<file path="src/rtl/line_xfer_pkg.sv">
// Shared types and constants for the line transfer controller.
package line_xfer_pkg;

    localparam int LINE_WORDS     = 4;
    localparam int WORD_BYTES     = 4;
    localparam int RD_LAT_DEFAULT = 2;
    localparam int LINE_BITS      = LINE_WORDS * 32;
    localparam int IDX_W          = $clog2(LINE_WORDS);
    localparam int WORD_OFF_W     = $clog2(WORD_BYTES);

    typedef enum logic [1:0] {
        ST_IDLE  = 2'd0,
        ST_ISSUE = 2'd1,
        ST_DRAIN = 2'd2,
        ST_DONE  = 2'd3
    } xfer_state_e;

    function automatic logic [31:0] line_word(input logic [LINE_BITS-1:0] line,
                                              input logic [IDX_W-1:0] idx);
        return line[{idx, 5'b00000} +: 32];
    endfunction

endpackage

</file>
<file path="src/rtl/rd_lat_pipe.sv">
// Read-latency tracker: shifts (valid, word index) pairs so each returning
// memory word can be steered into its slot of the fill line.
module rd_lat_pipe
    import line_xfer_pkg::*;
#(
    parameter int DEPTH = RD_LAT_DEFAULT
) (
    input  logic             clk,
    input  logic             rst,
    input  logic             push_i,
    input  logic [IDX_W-1:0] idx_i,
    output logic             pop_valid_o,
    output logic [IDX_W-1:0] pop_idx_o,
    output logic             pending_o
);

    logic [DEPTH-1:0] vld_q;
    logic [IDX_W-1:0] idx_q [DEPTH];

    // Shift register of outstanding reads
    always_ff @(posedge clk or posedge rst) begin
        if (rst) begin
            vld_q <= '0;
            for (int i = 0; i < DEPTH; i++) begin
                idx_q[i] <= '0;
            end
        end else begin
            vld_q[0] <= push_i;
            idx_q[0] <= idx_i;
            for (int i = 1; i < DEPTH; i++) begin
                vld_q[i] <= vld_q[i-1];
                idx_q[i] <= idx_q[i-1];
            end
        end
    end

    assign pop_valid_o = vld_q[DEPTH-1];
    assign pop_idx_o   = idx_q[DEPTH-1];

    // Reads still in flight behind the one emerging this cycle
    always_comb begin
        pending_o = 1'b0;
        for (int i = 0; i < DEPTH - 1; i++) begin
            pending_o = pending_o | vld_q[i];
        end
    end

endmodule

</file>
<file path="src/rtl/line_xfer_ctrl.sv">
// Moves one 128-bit line to/from four-bank word memory, one word per cycle.
// Define LINE_XFER_ERR_ABORT_EN to stop issuing words after the first memory error.
module line_xfer_ctrl
    import line_xfer_pkg::*;
#(
    parameter int RD_LAT = RD_LAT_DEFAULT,
    parameter int ADDR_W = 32
) (
    input  logic                 clk,
    input  logic                 rst,
    input  logic                 req_valid,
    output logic                 req_ready,
    input  logic                 req_wr,
    input  logic [ADDR_W-5:0]    req_line_addr,
    input  logic [LINE_BITS-1:0] wb_data,
    output logic [LINE_BITS-1:0] fill_data,
    output logic                 done,
    output logic                 err,
    output logic [ADDR_W-1:0]    mem_addr,
    output logic [31:0]          mem_data_in,
    output logic                 mem_wr,
    output logic                 mem_rd,
    input  logic [31:0]          mem_data_out,
    input  logic                 mem_stall,
    input  logic                 mem_err
);

    xfer_state_e          state_q, state_d;
    logic [IDX_W-1:0]     w_q, w_d;
    logic                 wr_q, wr_d;
    logic [ADDR_W-5:0]    line_addr_q, line_addr_d;
    logic [LINE_BITS-1:0] wb_q, wb_d;
    logic [LINE_BITS-1:0] asm_q, asm_d;
    logic [LINE_BITS-1:0] fill_q, fill_d;
    logic                 err_q, err_d;

    logic             fire_s, accept_s, abort_s, last_s;
    logic             pop_valid_s, pending_s;
    logic [IDX_W-1:0] pop_idx_s;

    assign fire_s   = req_valid & (state_q == ST_IDLE);
    assign accept_s = (mem_rd | mem_wr) & ~mem_stall;
`ifdef LINE_XFER_ERR_ABORT_EN
    assign abort_s  = accept_s & mem_err;
`else
    assign abort_s  = 1'b0;
`endif
    assign last_s   = accept_s & ((w_q == 2'd3) | abort_s);

    rd_lat_pipe #(.DEPTH(RD_LAT)) u_rd_lat_pipe (
        .clk         (clk),
        .rst         (rst),
        .push_i      (accept_s & mem_rd),
        .idx_i       (w_q),
        .pop_valid_o (pop_valid_s),
        .pop_idx_o   (pop_idx_s),
        .pending_o   (pending_s)
    );

    // FSM state register
    always_ff @(posedge clk or posedge rst) begin
        if (rst) begin
            state_q <= ST_IDLE;
        end else begin
            state_q <= state_d;
        end
    end

    // FSM next state
    always_comb begin
        state_d = state_q;
        case (state_q)
            ST_IDLE:  state_d = req_valid ? ST_ISSUE : ST_IDLE;
            ST_ISSUE: state_d = last_s ? ST_DRAIN : ST_ISSUE;
            ST_DRAIN: state_d = pending_s ? ST_DRAIN : ST_DONE;
            ST_DONE:  state_d = ST_IDLE;
            default:  state_d = ST_IDLE;
        endcase
    end

    // Request capture, word counter and sticky error
    always_comb begin
        w_d         = w_q;
        wr_d        = wr_q;
        line_addr_d = line_addr_q;
        wb_d        = wb_q;
        err_d       = err_q;
        if (fire_s) begin
            w_d         = '0;
            wr_d        = req_wr;
            line_addr_d = req_line_addr;
            wb_d        = wb_data;
            err_d       = 1'b0;
        end else if (accept_s) begin
            w_d   = w_q + 2'd1;
            err_d = err_q | mem_err;
        end else begin
            w_d = w_q;
        end
    end

    // Fill assembly; the visible line only changes when a fill completes
    always_comb begin
        asm_d  = asm_q;
        fill_d = fill_q;
        if (fire_s) begin
            asm_d = '0;
        end else if (pop_valid_s) begin
            asm_d[{pop_idx_s, 5'b00000} +: 32] = mem_data_out;
        end else begin
            asm_d = asm_q;
        end
        if ((state_q == ST_DRAIN) && !pending_s && !wr_q) begin
            fill_d = asm_d;
        end else begin
            fill_d = fill_q;
        end
    end

    // Datapath registers
    always_ff @(posedge clk or posedge rst) begin
        if (rst) begin
            w_q         <= '0;
            wr_q        <= 1'b0;
            line_addr_q <= '0;
            wb_q        <= '0;
            asm_q       <= '0;
            fill_q      <= '0;
            err_q       <= 1'b0;
        end else begin
            w_q         <= w_d;
            wr_q        <= wr_d;
            line_addr_q <= line_addr_d;
            wb_q        <= wb_d;
            asm_q       <= asm_d;
            fill_q      <= fill_d;
            err_q       <= err_d;
        end
    end

    // Outputs decoded from registered state only, so they hold while stalled
    always_comb begin
        req_ready = (state_q == ST_IDLE);
        done      = (state_q == ST_DONE);
        err       = err_q;
        fill_data = fill_q;
        if (state_q == ST_ISSUE) begin
            mem_rd      = ~wr_q;
            mem_wr      = wr_q;
            mem_addr    = {line_addr_q, w_q, {WORD_OFF_W{1'b0}}};
            mem_data_in = wr_q ? line_word(wb_q, w_q) : 32'h0000_0000;
        end else begin
            mem_rd      = 1'b0;
            mem_wr      = 1'b0;
            mem_addr    = '0;
            mem_data_in = 32'h0000_0000;
        end
    end

endmodule
</file>
<file path="config.mk">
export PLATFORM = sky130hd
export DESIGN_NAME = line_xfer_ctrl
export DESIGN_NICKNAME = d
export VERILOG_FILES = /design/src/rtl/line_xfer_pkg.sv /design/src/rtl/rd_lat_pipe.sv /design/src/rtl/line_xfer_ctrl.sv
export SDC_FILE = /design/constraint.sdc
export NUM_CORES = 1
export LEC_CHECK = 0
export BUFFER_PORTS_ARGS = -buffer_cell sky130_fd_sc_hd__buf_2
export CORE_MARGIN = 2
export CORE_UTILIZATION = 59
export CTS_CLUSTER_DIAMETER = 40
export DETAILED_ROUTE_END_ITERATION = 6
export PLACE_DENSITY_LB_ADDON = 0.08
export SYNTH_ARGS = -nofsm -noshare
export SYNTH_HDL_FRONTEND = slang
export SYNTH_SLANG_ARGS = --single-unit
</file>
<file path="constraint.sdc">
create_clock -name clk -period 46.9 [get_ports clk]
set_input_delay 9.38 -clock clk [delete_from_list [all_inputs] [get_ports clk]]
set_output_delay 9.38 -clock clk [all_outputs]
set_load 0.1 [all_outputs]
</file>
# Word-level counts from Yosys, hierarchy flattened
# Cells that the tools add are included.
# word_totals
ff_bits	424
inputBits	194
output_inout_bits	197
# op_classes
n_addsub	2
eq_ne	4
shift	3
n_mux	16
bitwise_logic	8
n_reduce_logical	6
# ops
cell	count
$mux 128	2
$bwmux 128	1
$shift 32x9->128 const A	1
$shiftx 128x8->32	1
$shiftx 32x9->128	1
$mux 32	3
$neg 7->9	1
$pmux 2 s4	1
$eq 2x2->1 const B	3
$mux 1	6
$mux 2	3
$and 1x1->1	4
$add 2x1->2 const B	1
$eq 2x1->1 const B	1
$logic_and 1x1->1	2
$logic_not 1->1	2
$logic_not 2->1	1
$not 1->1	2
$or 1x1->1	2
$reduce_bool 2->1	1

# Longest topological paths before layout
# Gate-level depths: netlist of the first run.
# logic_depth
depth_word	7
ltp_mapped	8
ltp_nobuf	5

# By module
# A second synthesis of the first run with hierarchy kept.
# hier_totals
cells_unflattened	1395
hier_area_um2	17742.0
# modules_own_cells
module	instances	cells_per_inst	area_each_um2	seq_area_each_um2
line_xfer_ctrl	1	1386	17573.1	10460.0
rd_lat_pipe	1	9	168.9	150.1

# Worst setup path before layout of the first run
# Ideal clock, no wire load.
# synth_path
kind	register -> output
start	register wr_q
end	output port mem_rd
t_arrival_ns	1.988
slack_ns	35.532
path_stages_with_launch	4
n_path_buf	2
cell_sequence	dfrtp_1 > clkbuf_1 > clkbuf_1 > nor2_1
# synth_via
elab_chain_len	2
# synth_lines
element	line	text
start, declared	line_xfer_ctrl.sv:30	logic wr_q, wr_d;
start signal, assigned	line_xfer_ctrl.sv:132	wr_q <= wr_d;
$not 1->1	line_xfer_ctrl.sv:148	mem_rd = ~wr_q;
$mux 1	line_xfer_ctrl.sv:147	if (state_q == ST_ISSUE) begin
end, declared	line_xfer_ctrl.sv:22	output logic mem_rd,
# No other way between the ends.

# Worst setup path after layout of the first run
# layout_path
start	register w_q[1]
end	output port mem_data_in[20]
# layout_via
elab_chain_len	3
# layout_lines
element	line	text
start, declared	line_xfer_ctrl.sv:29	logic [IDX_W-1:0] w_q, w_d;
start signal, assigned	line_xfer_ctrl.sv:131	w_q <= w_d;
$shiftx 128x8->32	line_xfer_pkg.sv:20	return line[{idx, 5'b00000} +: 32];
$mux 32	line_xfer_ctrl.sv:151	mem_data_in = wr_q ? line_word(wb_q, w_q) : 32'h0000_0000;
$mux 32	line_xfer_ctrl.sv:147	
end, declared	line_xfer_ctrl.sv:20	output logic [31:0] mem_data_in,
# No other way between the ends.

==> metrics.md, run 1 <==
| Metric | Value |
|---|---|
| Commonest cells after routing, fill and taps aside | `421 x dfrtp_1, 388 x buf_2, 259 x nor2_1` |
| Die Ht | `180 um` |
| TritonCTS Sinks | `about 420` |
| First-pass GRT wire length | `74700 um` |
| HPWL after DPL | `29900 um` |
| IO Count | `~390` |
| Final Skew | `0.0112 ns` |
| GRT Total Usage | `0.292` |
| # setup viols final | `0` |
| Setup bufs post-CTS | `0` |
| Starting DRT DRC Count | `956` |
| Post-Syn Area | `18200 um2` |
| Setup crit start kind | `flop` |
| Clock transition at path regs | `0.06 ns` |
| Clk buf depth | `3` |
| Die width | `180 um` |
| Vias per Instance | `5.77` |
| Actual slew at the worst max-slew pin | `approximately 1.2 ns` |
| Min setup slack post-route | `34.75 ns` |
| RSZ-0062 raised after global routing | `false` |
| Core area | `~30000 um2` |
| WP data required | `37.52 ns` |
| Starting Density | `0.597` |
| Max Clk Rate | `about 82 MHz` |
| Vias in the first global route | `13445` |
| Post-cts sizing count | `0` |
| CTS tree | `yes` |
| Mapped Cells | `roughly 1500` |
| Area grow syn2layout | `20.3%` |
| Gpl congestion | `0.825` |
| GRT overflow | `0` |
| Commonest non-fill, non-tap cell in the layout | `dfrtp_1` |
| CTS Root Cell | `clkbuf_16` |
| Post-route minimum period | `12.15 ns` |
| Post-route DRC | `0` |
| Worst-path fanout max | `36` |
| Slowest cell on the critical path | `dfrtp_2` |
| Initial antenna violation count | `14` |
| Synth Register Bits | `424` |
| Unique cell type count in the Yosys netlist | `34` |
| CP peak stage delay | `around 1.1 ns` |
| Vias | `approximately 13000` |
| Critical Path End Type | `primary output` |
| CP Cell Sequence | `mux4_2, and3_1, buf_2` |
| DIE AREA | `32300 um2` |
| Worst Hold Class | `reg2reg` |
| Worst slew margin | `0.177` |
| Sequential cell area fraction in the yosys report | `0.582` |
| Largest net degree at the start of global routing | `approximately 260` |
| Placement Setup Slack | `34.91 ns` |
| Fin. max-slew vios | `0` |
| Post-route cell area | `21900 um2` |
| Row count | `64` |
| Final period util | `0.259` |
| Layout cells sized above 1 | `0.375` |
| Per-cell routed wire length | `approximately 21 um` |
| CP Class | `reg2out` |
| Post-CTS Hold Buffers | `0` |
| Status | `finished, final reports clean` |
| Synthesized area per cell | `around 12 um2` |
| Detailed Route WL | `47300 um` |
| Final ANT Viol Nets | `0` |
| Final Net Count | `about 2000` |
| Port buffer count | `approximately 390` |
| Clk_lat worst skew | `0.55 ns` |
| Arr. time, crit path | `2.77 ns` |
| Placement Cell Area | `20100 um2` |
| Max_cap viols | `0` |
| Setup TNS | `0 ns` |
| Synth warn | `0` |
| CTS H-tree lvls | `2` |
| Drt first pass iters | `5` |
| Num CTS Buffers | `52` |
| Fin. Hold Viols | `0` |
[layout make-up]
| cell class | count | area (um2) |
|---|---|---|
| Tap cell | 396 | 495 |
| Inverter | 4 | 22.5 |
| Fill cell | 2209 | 8580 |
| Clock inverter | 31 | 369 |
| Timing Repair Buffer | 408 | 2130 |
| Multi-Input combinational cell | 931 | 6850 |
| Sequential cell | 424 | 10600 |
| Antenna cell | 7 | 17.5 |
| Clock buffer | 65 | 1430 |
[worst max-delay path: cells and delay by family, from the launching register on]
| family | cells | cell delay, ns |
|---|---|---|
| flops | 1 | 1.08 |
| mux | 1 | 0.63 |
| simple gates | 1 | 0.20 |
| buf+inv | 1 | 0.29 |
[sequential cells by signal, summed over array words and instances, names as in the netlist, 2 cells and up, named ones only]
name / flops
line_addr_q: 28
fill_data: 128
u_rd_lat_pipe.vld_q: 2
u_rd_lat_pipe.idx_q: 2
asm_q: 128
w_q: 2
wb_q: 128
u_rd_lat_pipe.pop_idx_o: 2
[layer usage]
metal | global-route usage | up-vias | part of all wire
met5 | 0 | - | 0.0018
met4 | 0.112 | 14 | 0.037
met3 | 0.0823 | 122 | 0.084
met2 | 0.475 | 505 | 0.49
met1 | 0.375 | 6502 | 0.39
li1 | - | 5927 | -
[final timing paths]
| check | end | slack [ns] | cells past startpoint | start |
|---|---|---|---|---|
| max | mem_data_in[20] | 34.75 | 3 | w_q[1]$_DFFE_PP0P_ |
| min | u_rd_lat_pipe.pop_idx_o[0]$_DFF_PP0_ | 0.35 | 0 | u_rd_lat_pipe.idx_q[2]$_DFF_PP0_ |
| max reg2reg | fill_data[50]$_DFFE_PP0P_ | 43.49 | 4 | u_rd_lat_pipe.pop_idx_o[0]$_DFF_PP0_ |
| min reg2reg | u_rd_lat_pipe.pop_idx_o[0]$_DFF_PP0_ | 0.35 | 0 | u_rd_lat_pipe.idx_q[2]$_DFF_PP0_ |
| max in group asynchronous | u_rd_lat_pipe.vld_q[1]$_DFF_PP0_ | 35.64 | 4 | rst |
| min in group asynchronous | wb_q[78]$_DFFE_PP0P_ | 9.01 | 2 | rst |
[cell families after synthesis]
kind of cell | after synthesis | synth area share
fa+ha+maj | 6 | 0.00412
buf+inv | 141 | 0.0437
xor+xnor | 1 | 0.000481
simple gates | 375 | 0.0945
compound gates | 357 | 0.122
other cells | 1 | 0.000206
mux | 190 | 0.153
flops | 424 | 0.582
[through the flow]
step	util	hold slack [ns]	std cells
2_1_floorplan	-	0.331	1496
3_3_place_gp	0.659	0.335	2163
3_5_place_dp	0.659	0.335	2163
4_1_cts	0.718	0.351	2259
5_1_grt	0.719	0.363	2262
6_report	0.719	0.349	2266
[Yosys cell counts (all sizes together)]
cell	count	area (um2)
inv	4	15.0
a21boi	96	721
mux2	157	2050
mux2i	1	10.0
nand2	5	18.8
buf	81	571
mux4	32	721
dfrtp	424	10600
and3b	1	8.76
nand2b	2	12.5
ha	6	75.1
nand4	1	6.26
a22oi	31	233
nor2b	1	6.26
a21oi	130	651
or2b	1	7.51
clkbuf	56	211
and3	63	394
xnor2	1	8.76
and2	35	219
conb	1	3.75
a31oi	97	607
nor2	260	978
o21ai	3	15.0
nor4b	2	38.8
nor3	1	5.00
nor3b	3	27.5
Power of run 1 is not shown: default switching activity piles up to over one toggle a cycle in this logic, so the estimate is an artifact.
==> run 2, diff against run 1 <==
--- a/config.mk
+++ b/config.mk
@@ -7,7 +7,7 @@
 export LEC_CHECK = 0
 export BUFFER_PORTS_ARGS = -buffer_cell sky130_fd_sc_hd__buf_2
 export CORE_MARGIN = 2
-export CORE_UTILIZATION = 59
+export CORE_UTILIZATION = 55
 export CTS_CLUSTER_DIAMETER = 40
 export DETAILED_ROUTE_END_ITERATION = 6
 export PLACE_DENSITY_LB_ADDON = 0.08
==> constraint.sdc (replaced) <==
create_clock -name clk -period 12.5 [get_ports clk]
set_input_delay 2.5 -clock clk [delete_from_list [all_inputs] [get_ports clk]]
set_output_delay 2.5 -clock clk [all_outputs]
set_load 0.1 [all_outputs]
==> run 2 against run 1 <==
Worst hold slack worse by 0.0016 ns. Count of clock-buffer cells in the layout up 4. Largest cell class unchanged. Worst setup slack got worse by 27 ns. Global-route usage fell by 1.2 points. Core utilization fell by 4.0 points. First-iteration DRC count grew 12%. Clock skew increased by 0.0041 ns. Critical path type is now in2reg. Via count fell by 0.37%.
==> metrics.md, run 2 (synthesized netlist as in run 1, its figures left out) <==
| Metric | Value |
|---|---|
| Status | `finished, final reports clean (unchanged)` |
| CTS H-tree lvls | `2 (unchanged)` |
| Worst-path fanout max | `86 (was 36)` |
| Drt first pass iters | `5 (unchanged)` |
| GRT overflow | `0 (unchanged)` |
| Detailed Route WL | `47900 um (was 47300 um)` |
| Dpl cells | `2214 (was 2163)` |
| Fin. Hold Viols | `0 (unchanged)` |
| Final Net Count | `2027 (was 2021)` |
| Vias | `13021 (was 13070)` |
| Max_cap viols | `0 (unchanged)` |
| Post-cts sizing count | `0 (unchanged)` |
| Final ANT Viol Nets | `0 (unchanged)` |
| Worst slew margin | `0.212 (was 0.177)` |
| Setup bufs post-CTS | `0 (unchanged)` |
| Actual slew at the worst max-slew pin | `1.18 ns (was 1.23 ns)` |
| # setup viols final | `0 (unchanged)` |
| Commonest non-fill, non-tap cell in the layout | `dfrtp_1 (unchanged)` |
| Hold WS | `0.347 ns (was 0.349 ns)` |
| TritonCTS Sinks | `424 (unchanged)` |
| Post-route minimum period | `roughly 5.2 ns` |
| HPWL after DPL | `31000 um (was 29900 um)` |
| Fin. max-slew vios | `0 (unchanged)` |
| Core area | `32600 um2 (was 30500 um2)` |
| CP Class | `in2reg (was reg2out)` |
| Critical Path End Type | `flop (was primary output)` |
| Clk_lat worst skew | `0.56 ns (was 0.55 ns)` |
| Starting DRT DRC Count | `1075 (was 956)` |
| CTS tree | `yes (unchanged)` |
| CTS Root Cell | `clkbuf_16 (unchanged)` |
| Max Clk Rate | `a little under 200 MHz` |
| Arr. time, crit path | `5.65 ns (was 2.77 ns)` |
| Worst Hold Class | `reg2reg (unchanged)` |
| Layout cells sized above 1 | `0.378 (was 0.375)` |
| Final Skew | `0.0153 ns (was 0.0112 ns)` |
| Port buffer count | `388 (unchanged)` |
| Per-cell routed wire length | `20.6 um (was 20.9 um)` |
| WP data required | `12.94 ns (was 37.52 ns)` |
| Die Ht | `186 um (was 180 um)` |
| GRT Total Usage | `0.280 (was 0.292)` |
| Final period util | `0.416` |
| Setup crit start kind | `input pin (was flop)` |
| Post-Layout Cell Count | `2320 (was 2266)` |
| Gpl congestion | `0.805 (was 0.825)` |
| Clk buf depth | `3 (unchanged)` |
| Largest net degree at the start of global routing | `257 (unchanged)` |
| Commonest cells after routing, fill and taps aside | `421 x dfrtp_1, 388 x buf_2, 259 x nor2_1 (unchanged)` |
| DIE AREA | `34600 um2 (was 32300 um2)` |
| Clock transition at path regs | `0.06 ns (about the same)` |
| Num CTS Buffers | `53 (was 52)` |
| Row count | `66 (was 64)` |
| Die width | `186 um (was 180 um)` |
| IO Count | `391 (unchanged)` |
| Register-to-register setup slack | `8.63 ns (was 43.49 ns)` |
| RSZ-0062 raised after global routing | `false (unchanged)` |
| Post-CTS Hold Buffers | `0 (unchanged)` |
| Post-route DRC | `0 (unchanged)` |
| Vias in the first global route | `13145 (was 13445)` |
| Area grow syn2layout | `21.5% (was 20.3%)` |
| First-pass GRT wire length | `74500 um (was 74700 um)` |
| Setup TNS | `0 ns (unchanged)` |
| Starting Density | `0.559 (was 0.597)` |
| Initial antenna violation count | `12 (was 14)` |
| Vias per Instance | `5.61 (was 5.77)` |
-- run 2: cell types whose count changed in the layout (fill, tap and decap cells not counted), moves of 2 or more --
cell / change
clkbuf_1: -3
clkbuf_8: +5
clkbuf_16: +2
clkinvlp_4: -6
diode_2: +3
buf_4: +6
bufinv_16: +2
-- run 2: routing by layer --
metal	share of wire	GRT usage	wire length (um)
met1	0.40	0.359	19000
met2	0.49	0.458	23400
met3	0.080	0.0755	3820
met4	0.035	0.100	1650
met5	0.0014	0	69
-- run 2: cell type report --
| type | count | area, um2 |
|---|---|---|
| antenna | 10 | 25.0 |
| clock buffer | 69 | 1540 |
| clock inverter | 27 | 382 |
| fill | 2508 | 10500 |
| inverter | 4 | 18.8 |
| multi-input combinational | 931 | 6850 |
| sequential | 424 | 10600 |
| tap | 442 | 553 |
| timing repair buffer | 413 | 2150 |
-- run 2: final timing paths --
path / endpoint / cells past startpoint / start
max: wb_q[36]$_DFFE_PP0P_ / 5 / req_valid
min: u_rd_lat_pipe.pop_idx_o[1]$_DFF_PP0_ / 0 / u_rd_lat_pipe.idx_q[3]$_DFF_PP0_
max reg2reg: wb_q[36]$_DFFE_PP0P_ / 5 / flop
min reg2reg: u_rd_lat_pipe.pop_idx_o[1]$_DFF_PP0_ / 0 / u_rd_lat_pipe.idx_q[3]$_DFF_PP0_
max in group asynchronous: asm_q[81]$_DFF_PP0_ / 4 / rst
min in group asynchronous: wb_q[49]$_DFFE_PP0P_ / 2 / rst
-- run 2: through the flow --
| stage | util | worst slack [ns] | instance area (um2) |
|---|---|---|---|
| 5_1_grt | 0.678 | 7.15 | 22100 |
| 3_5_place_dp | 0.619 | 6.74 | 20200 |
| 2_1_floorplan | - | 4.28 | 18200 |
| 4_1_cts | 0.678 | 7.26 | 22100 |
| 6_report | 0.679 | 7.30 | 22100 |
| 3_3_place_gp | 0.619 | 6.78 | 20200 |
-- run 2: worst max-delay path: stages --
cell    delay (ns)
buf_2         0.09
and2_4        0.91
buf_4         0.78
buf_4         0.83
mux2_2        0.42
Power of run 2 is left out for the same reason.
==> run 3, diff against run 2 <==
--- a/config.mk
+++ b/config.mk
@@ -7,7 +7,7 @@
 export LEC_CHECK = 0
 export BUFFER_PORTS_ARGS = -buffer_cell sky130_fd_sc_hd__buf_2
 export CORE_MARGIN = 2
-export CORE_UTILIZATION = 55
+export CORE_UTILIZATION = 49
 export CTS_CLUSTER_DIAMETER = 40
 export DETAILED_ROUTE_END_ITERATION = 6
 export PLACE_DENSITY_LB_ADDON = 0.08
==> constraint.sdc (replaced) <==
create_clock -name clk -period 4.6 [get_ports clk]
set_input_delay 0.92 -clock clk [delete_from_list [all_inputs] [get_ports clk]]
set_output_delay 0.92 -clock clk [all_outputs]
set_load 0.1 [all_outputs]
==> run 3 against run 2 <==
Worst hold slack gained 0.031 ns. Non-clock buffer count up 4. Via count is 1.0% higher. Sequential share of layout area fell by 0.30 points. Critical path type is now reg2out. Highest routed layer unchanged. Global-route usage fell by 1.5 points.
==> metrics.md, run 3 (synthesized netlist as in run 1, its figures left out) <==
| Metric | Value |
|---|---|
| Status | `finished, final reports clean (unchanged)` |
| Worst slew margin | `0.170 (was 0.212)` |
| Row count | `70 (was 66)` |
| Port buffer count | `388 (unchanged)` |
| Die Ht | `197 um (was 186 um)` |
| Commonest non-fill, non-tap cell in the layout | `dfrtp_1 (unchanged)` |
| Crit path max-delay family | `flip-flops (was buffers and inverters)` |
| Final Net Count | `2037 (was 2027)` |
| Placement Cell Area | `20300 um2 (was 20200 um2)` |
| CTS tree | `yes (unchanged)` |
| Setup crit start kind | `flop (was input pin)` |
| Detailed Route WL | `50900 um (was 47900 um)` |
| Arr. time, crit path | `2.79 ns (was 5.65 ns)` |
| Vias | `13151 (was 13021)` |
| Worst-path fanout max | `28 (was 86)` |
| Setup bufs post-CTS | `0 (unchanged)` |
| Layout cells sized above 1 | `0.382 (was 0.378)` |
| CP Class | `reg2out (was in2reg)` |
| Fin. max-slew vios | `0 (unchanged)` |
| WP data required | `3.68 ns (was 12.94 ns)` |
| Starting DRT DRC Count | `1025 (was 1075)` |
| Clock transition at path regs | `0.06 ns (about the same)` |
| Clk_lat worst skew | `0.59 ns (was 0.56 ns)` |
| Largest net degree at the start of global routing | `187 (was 257)` |
| Starting Density | `0.498 (was 0.559)` |
| GRT overflow | `0 (unchanged)` |
| Post-route minimum period | `3.71 ns` |
| DIE AREA | `38800 um2 (was 34600 um2)` |
| HPWL after DPL | `33100 um (was 31000 um)` |
| Vias in the first global route | `13530 (was 13145)` |
| Max Clk Rate | `270 MHz` |
| GRT Total Usage | `0.265 (was 0.280)` |
| IO Count | `391 (unchanged)` |
| # setup viols final | `0 (unchanged)` |
| Core area | `36600 um2 (was 32600 um2)` |
| TritonCTS Sinks | `424 (unchanged)` |
| Post-cts sizing count | `0 (unchanged)` |
| Commonest cells after routing, fill and taps aside | `421 x dfrtp_1, 388 x buf_2, 259 x nor2_1 (unchanged)` |
| Critical Path End Type | `primary output (was flop)` |
| CTS Root Cell | `clkbuf_16 (unchanged)` |
| Actual slew at the worst max-slew pin | `1.24 ns (was 1.18 ns)` |
| Post-CTS Hold Buffers | `0 (unchanged)` |
| RSZ-0062 raised after global routing | `false (unchanged)` |
| Num CTS Buffers | `59 (was 53)` |
| Final ANT Viol Nets | `0 (unchanged)` |
| Per-cell routed wire length | `21.6 um (was 20.6 um)` |
| Post-route cell area | `22300 um2 (was 22100 um2)` |
| Area grow syn2layout | `22.2% (was 21.5%)` |
| Gpl congestion | `0.813 (was 0.805)` |
| Die width | `197 um (was 186 um)` |
| CTS H-tree lvls | `2 (unchanged)` |
| Drt first pass iters | `5 (unchanged)` |
| Slowest cell on the critical path | `dfrtp_2 (was and2_4)` |
| First-pass GRT wire length | `79000 um (was 74500 um)` |
| Bufs and invs on worst path | `1 (was 3)` |
| Final period util | `0.806` |
| Clk buf depth | `3 (unchanged)` |
| Post-route DRC | `0 (unchanged)` |
| CP peak stage delay | `1.02 ns (was 0.91 ns)` |
| Final Skew | `0.0143 ns (was 0.0153 ns)` |
| Fin. Hold Viols | `0 (unchanged)` |
| CP Cell Sequence | `mux4_2, and3_1, buf_2 (was buf_2, and2_4, buf_4, buf_4, mux2_2)` |
| Initial antenna violation count | `15 (was 12)` |
| Vias per Instance | `5.58 (was 5.61)` |
| Max_cap viols | `0 (unchanged)` |
| Worst Hold Class | `reg2reg (unchanged)` |
[run 3: cell types whose count changed in the layout (fill, tap and decap cells not counted)]
cell        delta
buf_12         +4
bufinv_16      -4
clkbuf_1       +2
clkbuf_16      +5
clkbuf_8       -8
clkinv_2       +4
clkinv_8       +1
clkinvlp_4     +7
diode_2        -4
inv_6          +4
inv_8          +1
[run 3: path summary, 6_finish.rpt]
kind | startpoint | endpoint | slack [ns] | cells after the start
max in group asynchronous | rst | wr_q$_DFFE_PP0P_ | 3.04 | 3
min in group asynchronous | rst | fill_data[32]$_DFFE_PP0P_ | 0.39 | 2
min | u_rd_lat_pipe.idx_q[3]$_DFF_PP0_ | u_rd_lat_pipe.pop_idx_o[1]$_DFF_PP0_ | 0.38 | 0
min reg2reg | u_rd_lat_pipe.idx_q[3]$_DFF_PP0_ | u_rd_lat_pipe.pop_idx_o[1]$_DFF_PP0_ | 0.38 | 0
max | w_q[0]$_DFFE_PP0P_ | mem_data_in[1] | 0.89 | 3
max reg2reg | u_rd_lat_pipe.pop_idx_o[0]$_DFF_PP0_ | fill_data[19]$_DFFE_PP0P_ | 1.37 | 6
[run 3: worst reg2reg max path: stages (launching register included)]
cell and delay [ns]:
dfrtp_1 0.51, inv_1 0.14, ha_1 0.75, nor3b_2 0.98, buf_4 0.44, a31oi_1 0.16
a21oi_1 0.18
[run 3: layer usage]
layer,GRT usage,vias up,part of all wire
met2,0.421,437,0.47
met3,0.0739,112,0.076
met4,0.0977,18,0.033
met5,0,-,0.0020
met1,0.349,6619,0.42
li1,-,5965,-
[run 3: area by class of cell]
class | instances | area, um2
Fill cell | 3052 | 14300
Timing Repair Buffer | 417 | 2230
Clock inverter | 40 | 397
Clock buffer | 68 | 1560
Inverter | 4 | 18.8
Tap cell | 468 | 586
Multi-Input combinational cell | 931 | 6850
Antenna cell | 6 | 15.0
Sequential cell | 424 | 10600
[run 3: metrics by stage]
step | setup WS (ns) | instances | TNS [ns] | util | hold WS [ns]
finish | 0.892 | 2358 | 0 | 0.609 | 0.378
CTS | 0.814 | 2352 | 0 | 0.608 | 0.370
floorplan | -2.04 | 1496 | -865.58 | - | 0.331
global placement | 1.51 | 2244 | 0 | 0.555 | 0.369
detailed placement | 1.44 | 2244 | 0 | 0.555 | 0.363
global route | 0.746 | 2353 | 0 | 0.608 | 0.401
Power of run 3 is left out for the same reason.
